===== src/rtl/score_bcd_converter_pkg.sv =====
// Shared definitions for the score binary-to-BCD converter: default score
// geometry and the converter FSM state encoding.
package score_bcd_converter_pkg;

  localparam int SCORE_WIDTH  = 13;
  localparam int SCORE_DIGITS = 4;

  typedef enum logic [0:0] {
    IDLE  = 1'b0,
    SHIFT = 1'b1
  } convState_t;

endpackage


===== src/rtl/score_bcd_converter_if.sv =====
// Start/result bundle between the score read port (master side) and the
// BCD converter (slave side) feeding the seven-segment screens.
interface score_bcd_converter_if
  import score_bcd_converter_pkg::*;
#(
  parameter int WIDTH  = SCORE_WIDTH,
  parameter int DIGITS = SCORE_DIGITS
);

  logic              start;
  logic [WIDTH-1:0]  binIn;
  logic              busy;
  logic              done;
  logic [3:0]        digit0;
  logic [3:0]        digit1;
  logic [3:0]        digit2;
  logic [3:0]        digit3;
  logic [DIGITS-1:0] blank;

  modport master (
    output start,
    output binIn,
    input  busy,
    input  done,
    input  digit0,
    input  digit1,
    input  digit2,
    input  digit3,
    input  blank
  );

  modport slave (
    input  start,
    input  binIn,
    output busy,
    output done,
    output digit0,
    output digit1,
    output digit2,
    output digit3,
    output blank
  );

endinterface


===== src/rtl/score_bcd_converter_bcd_add3_digit.sv =====
// Double-dabble correction for one BCD digit: a digit of 5 or more gets +3
// so that the following left shift carries correctly into the next decade.
module bcd_add3_digit (
  input  logic [3:0] digitIn,
  output logic [3:0] digitOut
);

  assign digitOut = (digitIn >= 4'd5) ? (digitIn + 4'd3) : digitIn;

endmodule


===== src/rtl/score_bcd_converter.sv =====
// Sequential binary-to-BCD converter for the reaction-time score. A start in
// IDLE latches the operand; WIDTH shift-and-add-3 steps follow, then the
// digits and leading-zero blank flags are loaded together with a Done pulse.
module score_bcd_converter
  import score_bcd_converter_pkg::*;
#(
  parameter int WIDTH  = SCORE_WIDTH,
  parameter int DIGITS = SCORE_DIGITS
) (
  input  logic                  clk,
  input  logic                  rst,
  score_bcd_converter_if.slave  bus
);

  localparam int SCR_W = 4 * DIGITS;
  localparam int CNT_W = $clog2(WIDTH + 1);

  localparam logic [CNT_W-1:0]  CNT_ONE   = CNT_W'(1);
  localparam logic [CNT_W-1:0]  CNT_LOAD  = CNT_W'(WIDTH);
  localparam logic [DIGITS-1:0] BLANK_RST = {{(DIGITS-1){1'b1}}, 1'b0};

  convState_t        state;
  convState_t        stateNext;
  logic [CNT_W-1:0]  count;
  logic [WIDTH-1:0]  operand;
  logic [WIDTH-1:0]  operandNext;
  logic [SCR_W-1:0]  scratch;
  logic [SCR_W-1:0]  scratchAdj;
  logic [SCR_W-1:0]  scratchNext;
  logic [SCR_W-1:0]  digitsOut;
  logic [DIGITS-1:0] blankOut;
  logic              doneReg;
  logic              accept;
  logic              lastShift;

  // Blank[i] is set while digit i and every more significant digit are zero;
  // the ones digit is never blanked so a zero score still shows "0".
  function automatic logic [DIGITS-1:0] leadZeroBlank(input logic [SCR_W-1:0] bcd);
    logic [DIGITS-1:0] flags;
    logic              allZero;
    flags   = '0;
    allZero = 1'b1;
    for (int i = DIGITS - 1; i >= 1; i--) begin
      allZero  = allZero && (bcd[4*i +: 4] == 4'd0);
      flags[i] = allZero;
    end
    return flags;
  endfunction

  genvar g;
  generate
    for (g = 0; g < DIGITS; g++) begin : gAdd3
      bcd_add3_digit uAdd3 (
        .digitIn  (scratch[4*g +: 4]),
        .digitOut (scratchAdj[4*g +: 4])
      );
    end
  endgenerate

  // One double-dabble step: corrected scratch and operand shift left as one word.
  assign {scratchNext, operandNext} = {scratchAdj, operand} << 1;

  assign accept    = (state == IDLE) && bus.start;
  assign lastShift = (state == SHIFT) && (count == CNT_ONE);

  // State register.
  always_ff @(posedge clk or posedge rst) begin
    if (rst) begin
      state <= IDLE;
    end else begin
      state <= stateNext;
    end
  end

  // Next-state logic: start is only honoured in IDLE, so a start during a
  // conversion is dropped rather than queued.
  always_comb begin
    stateNext = state;
    case (state)
      IDLE:    if (bus.start) stateNext = SHIFT;
      SHIFT:   if (count == CNT_ONE) stateNext = IDLE;
      default: stateNext = IDLE;
    endcase
  end

  // Operand, scratch and step counter; the operand is captured only on the
  // accepting edge so BinIn may change freely while busy.
  always_ff @(posedge clk or posedge rst) begin
    if (rst) begin
      operand <= '0;
      scratch <= '0;
      count   <= '0;
    end else if (accept) begin
      operand <= bus.binIn;
      scratch <= '0;
      count   <= CNT_LOAD;
    end else if (state == SHIFT) begin
      operand <= operandNext;
      scratch <= scratchNext;
      count   <= count - CNT_ONE;
    end
  end

  // Result registers load only on the final step, so the screens keep the
  // previous score for the whole conversion and update atomically with Done.
  always_ff @(posedge clk or posedge rst) begin
    if (rst) begin
      digitsOut <= '0;
      blankOut  <= BLANK_RST;
      doneReg   <= 1'b0;
    end else begin
      doneReg <= lastShift;
      if (lastShift) begin
        digitsOut <= scratchNext;
        blankOut  <= leadZeroBlank(scratchNext);
      end
    end
  end

  assign bus.busy   = (state == SHIFT);
  assign bus.done   = doneReg;
  assign bus.digit0 = digitsOut[3:0];
  assign bus.digit1 = digitsOut[7:4];
  assign bus.digit2 = digitsOut[11:8];
  assign bus.digit3 = digitsOut[15:12];
  assign bus.blank  = blankOut;

endmodule


===== src/flat_wrapper.sv =====
// flat-port wrapper written by rule: the top's interface ports become plain ports
module score_bcd_converter_flat import score_bcd_converter_pkg::*;
#(
  parameter int WIDTH  = SCORE_WIDTH,
  parameter int DIGITS = SCORE_DIGITS
)
  (clk, rst, bus_start, bus_binIn, bus_busy, bus_done, bus_digit0, bus_digit1, bus_digit2, bus_digit3, bus_blank);
  score_bcd_converter_if #(.WIDTH(WIDTH), .DIGITS(DIGITS)) bus_i ();
  input  logic clk;
  input  logic rst;
  input wire logic [$bits(bus_i.start)-1:0] bus_start;
  input wire logic [$bits(bus_i.binIn)-1:0] bus_binIn;
  output wire logic [$bits(bus_i.busy)-1:0] bus_busy;
  output wire logic [$bits(bus_i.done)-1:0] bus_done;
  output wire logic [$bits(bus_i.digit0)-1:0] bus_digit0;
  output wire logic [$bits(bus_i.digit1)-1:0] bus_digit1;
  output wire logic [$bits(bus_i.digit2)-1:0] bus_digit2;
  output wire logic [$bits(bus_i.digit3)-1:0] bus_digit3;
  output wire logic [$bits(bus_i.blank)-1:0] bus_blank;
  assign bus_i.start = bus_start;
  assign bus_i.binIn = bus_binIn;
  assign bus_busy = bus_i.busy;
  assign bus_done = bus_i.done;
  assign bus_digit0 = bus_i.digit0;
  assign bus_digit1 = bus_i.digit1;
  assign bus_digit2 = bus_i.digit2;
  assign bus_digit3 = bus_i.digit3;
  assign bus_blank = bus_i.blank;
  score_bcd_converter #(.WIDTH(WIDTH), .DIGITS(DIGITS)) u_core (.clk(clk), .rst(rst), .bus(bus_i));
endmodule

===== config.mk =====
export PLATFORM = sky130hd
export DESIGN_NAME = score_bcd_converter_flat
export DESIGN_NICKNAME = d
export VERILOG_FILES = /design/src/rtl/score_bcd_converter_pkg.sv /design/src/rtl/score_bcd_converter_if.sv /design/src/rtl/score_bcd_converter_bcd_add3_digit.sv /design/src/rtl/score_bcd_converter.sv /design/src/flat_wrapper.sv
export SDC_FILE = /design/constraint.sdc
export NUM_CORES = 1
export LEC_CHECK = 0
export ABC_AREA = 1
export BUFFER_PORTS_ARGS = -buffer_cell sky130_fd_sc_hd__buf_2
export CAP_MARGIN = 10
export CORE_MARGIN = 4
export CORE_UTILIZATION = 35
export CTS_CLUSTER_DIAMETER = 50
export DETAILED_ROUTE_END_ITERATION = 16
export GPL_TIMING_DRIVEN = 0
export PLACE_DENSITY = 0.65
export SLEW_MARGIN = 20
export SYNTH_ARGS = -nofsm -noshare
export SYNTH_HDL_FRONTEND = slang
export SYNTH_SLANG_ARGS = --single-unit

===== constraint.sdc =====
create_clock -name clk -period 1.55 [get_ports clk]
set_input_delay 0.155 -clock clk [delete_from_list [all_inputs] [get_ports clk]]
set_output_delay 0.155 -clock clk [all_outputs]
set_load 0.05 [all_outputs]

==> results.sh <==
export IMPL_outcome="finished clean"
export IMPL_initial_core_util=0.367
export IMPL_routedWlPerCell_um=13.1
export IMPL_fin_ws_ns=0.0596
export IMPL_max_slew_margin_rel=0.560
export IMPL_ir_worst_vdd_v=0.000514
export IMPL_rows=30
export IMPL_hold_slack_ns=0.0496
export IMPL_dp_final_hpwl_um=3990
export IMPL_intPower_w=0.00348
export IMPL_rsz0062_at_grt="true"
export IMPL_post_route_period_util=0.962
export IMPL_avgSynthCellArea_um2=8.79
export IMPL_io_buffers=36
export IMPL_synth_area_mm2=0.00255
export IMPL_finClkSkew_ns=0.00659
export IMPL_fillers=706
export IMPL_cts_buffer_depth=2
export IMPL_r2r_slack_ns=0.06
export IMPL_use_met1=0.182
export IMPL_drive_gt1_frac=0.243
export IMPL_die_area_mm2=0.00872
export IMPL_pin_count=38
export IMPL_hp_class="input pin to register"
export IMPL_dieHeight_um=93.4
export IMPL_switching_share=0.486
export IMPL_clockPowerShare=0.120
export IMPL_antenna_cells=0
export IMPL_r2r_start="u_core.scratch[12]$_DFFE_PP0P_"
export IMPL_critPathMaxFanout=3
export IMPL_slew_violations=0
export IMPL_critical_path_class="register to register"
export IMPL_ys_types=24
export IMPL_track_usage=0.134
export IMPL_cts_clk_slew_worst_paths_ns=0.09
export IMPL_grt_first_pass_wirelength_um=9360
export IMPL_numCtsBuffers=5
export IMPL_overflow=0
export IMPL_clk_insertion_delay_late_ns=0.31
export IMPL_worst_setup_path_start_kind="register"
export IMPL_p_leak_nw=1.50
export IMPL_rr_worst_depth=9
export IMPL_ys_ff_latch=54
export IMPL_place_congestion=0.839
export IMPL_crit_end="u_core.bus.blank[1]$_DFFE_PP1P_"
export IMPL_cp_required_ns=1.80
export IMPL_seqCellArea_mm2=0.00136
export IMPL_crit_path_end_kind="register"
export IMPL_syn_instance_count=290
export IMPL_ant_nets=0
export IMPL_maxCapViolations=0
export IMPL_antenna_found_initial=0
export IMPL_drt_iter0_drc=64
export IMPL_layout_commonest_cell="nand2_1"
export IMPL_multi_input_area_mm2=0.00105
export IMPL_syn_nets=316
export IMPL_grt_use_met3=0.0274
export IMPL_via_per_inst=4.78
export IMPL_grt_max_degree=55
export IMPL_setup_viol=0
export IMPL_p_switching_w=0.00329
export IMPL_mostFrequentLayoutCells="nand2_1, dfrtp_1, buf_2"
export IMPL_coreArea_mm2=0.00694
export IMPL_power_frac_seq=0.347
export IMPL_preCtsSetupSlack_ns=-0.00689
export IMPL_wl_um=5670
export IMPL_vias=2076
export IMPL_htreeDepth=2
export IMPL_combPwrFrac=0.532
export IMPL_cp_startpoint="u_core.scratch[12]$_DFFE_PP0P_"
export IMPL_drc=0
export IMPL_first_pass_iters=4
export IMPL_worstPathArrival_ns=1.74
export IMPL_first_global_vias=1974
export IMPL_yosys_warnings=0
export IMPL_use_met2=0.212
export IMPL_worst_pin_slew_ns=0.659
export IMPL_clock_fmax_ghz=0.671
export IMPL_cts_root_buf="clkbuf_8"
export IMPL_postLayoutCoreUtil=0.436
export IMPL_grt_busiest_layer="met2"
export IMPL_areaGrowthSynthToFinish_pct=18.6
export IMPL_fin_nets=363
export IMPL_die_w_um=93.4
export IMPL_r2r_end="u_core.bus.blank[1]$_DFFE_PP1P_"
export IMPL_cts_tree="built"
export IMPL_finalHoldViolCount=0
export IMPL_fin_crit_ns=1.49
export IMPL_ys_seq_area_frac=0.531
export IMPL_numClockSinks=54
export IMPL_p_per_area_mw_per_mm2=2240
-- power groups by stage --
stage          clock [W]  combinational, W  sequential, W
4_1_cts         0.000831           0.00345        0.00234
2_1_floorplan          0           0.00191        0.00306
6_report        0.000815           0.00361        0.00235
5_1_grt         0.000885           0.00404        0.00243
3_3_place_gp           0           0.00332        0.00235
3_5_place_dp           0           0.00341        0.00237
-- layout make-up --
cell class                 instances  share of cell area
inverter                          35              0.0451
clock inverter                     1             0.00165
timing repair buffer              40              0.0703
multi-input combinational        191               0.348
sequential                        54               0.448
tap                               96              0.0397
clock buffer                       7              0.0285
buffer                            10              0.0186
-- synthesized netlist by cell type (all sizes together) --
library cell	number	area, um2
buf	7	43.8
o22ai	16	100
and2	3	18.8
nand2	83	319
clkbuf	3	11.3
inv	35	134
dfstp	3	78.8
xor2	1	8.76
dfrtp	51	1280
o211ai	8	60.1
nand4	6	37.5
nor2	16	85.1
conb	1	3.75
o221ai	2	17.5
ha	10	125
nand3	15	80.1
o21ai	30	150
-- critical path: stages (launching register included) --
cell	delay [ns]
dfrtp_1	0.39
buf_4	0.14
ha_1	0.18
nand2_1	0.13
nand4_1	0.11
nand2_1	0.15
nand2_2	0.09
nor2_4	0.12
nand3_2	0.07
nand2_1	0.06
-- flip-flops by register name, indices dropped and copies added (netlist names) --
name / flops
u_core.count: 4
u_core.bus.done: 1
u_core.scratch: 16
u_core.digitsOut: 16
u_core.operand: 13
u_core.bus.blank: 3
u_core.bus.busy: 1
-- through the flow --
stage | setup TNS, ns | instances | area, um2 | power, W
CTS | 0 | 432 | 2960 | 0.00662
global placement | -30.35 | 422 | 2850 | 0.00568
floorplan | 0 | 290 | 2550 | 0.00497
detailed placement | -0.00689 | 422 | 2850 | 0.00579
finish | 0 | 434 | 3030 | 0.00677
global route | -0.0818 | 434 | 3030 | 0.00736
-- metal layers --
metal	part of all wire	wire length (um)
met5	0	0
met4	0.019	107
met3	0.043	242
met2	0.47	2680
met1	0.46	2630
-- how the worst min path moves through the flow --
stage / end / cells past startpoint / from
4_1_cts: u_core.operand[0]$_DFFE_PP0P_ / 3 / bus_binIn[0]
6_report: u_core.operand[3]$_DFFE_PP0P_ / 3 / bus_binIn[3]
2_1_floorplan: u_core.operand[7]$_DFFE_PP0P_ / 2 / bus_binIn[7]
3_5_place_dp: u_core.digitsOut[4]$_DFFE_PP0P_ / 2 / rst
5_1_grt: u_core.operand[7]$_DFFE_PP0P_ / 3 / bus_binIn[7]
3_3_place_gp: u_core.operand[0]$_DFFE_PP0P_ / 3 / bus_binIn[0]
-- timing repair --
item | in CTS | in global routing
buffers inserted | 1 | 2
hold endpoints to repair | 51 | 0
hold buffers | 1 | 0
resized for setup | 0 | 21
setup endpoints to repair | 1 | 26
pin swaps | 0 | 1
-- kinds of logic (layout without fill, tap and decap cells) --
group / after synthesis / in the layout / share of synthesized area
compound gates: 56 / 56 / 0.129
xor+xnor: 1 / 1 / 0.00344
fa+ha+maj: 10 / 10 / 0.0491
buf+inv: 45 / 93 / 0.0741
flops: 54 / 54 / 0.531
other cells: 1 / 1 / 0.00147
simple gates: 123 / 123 / 0.212
No activity file was read; power rests on OpenSTA's default activity.
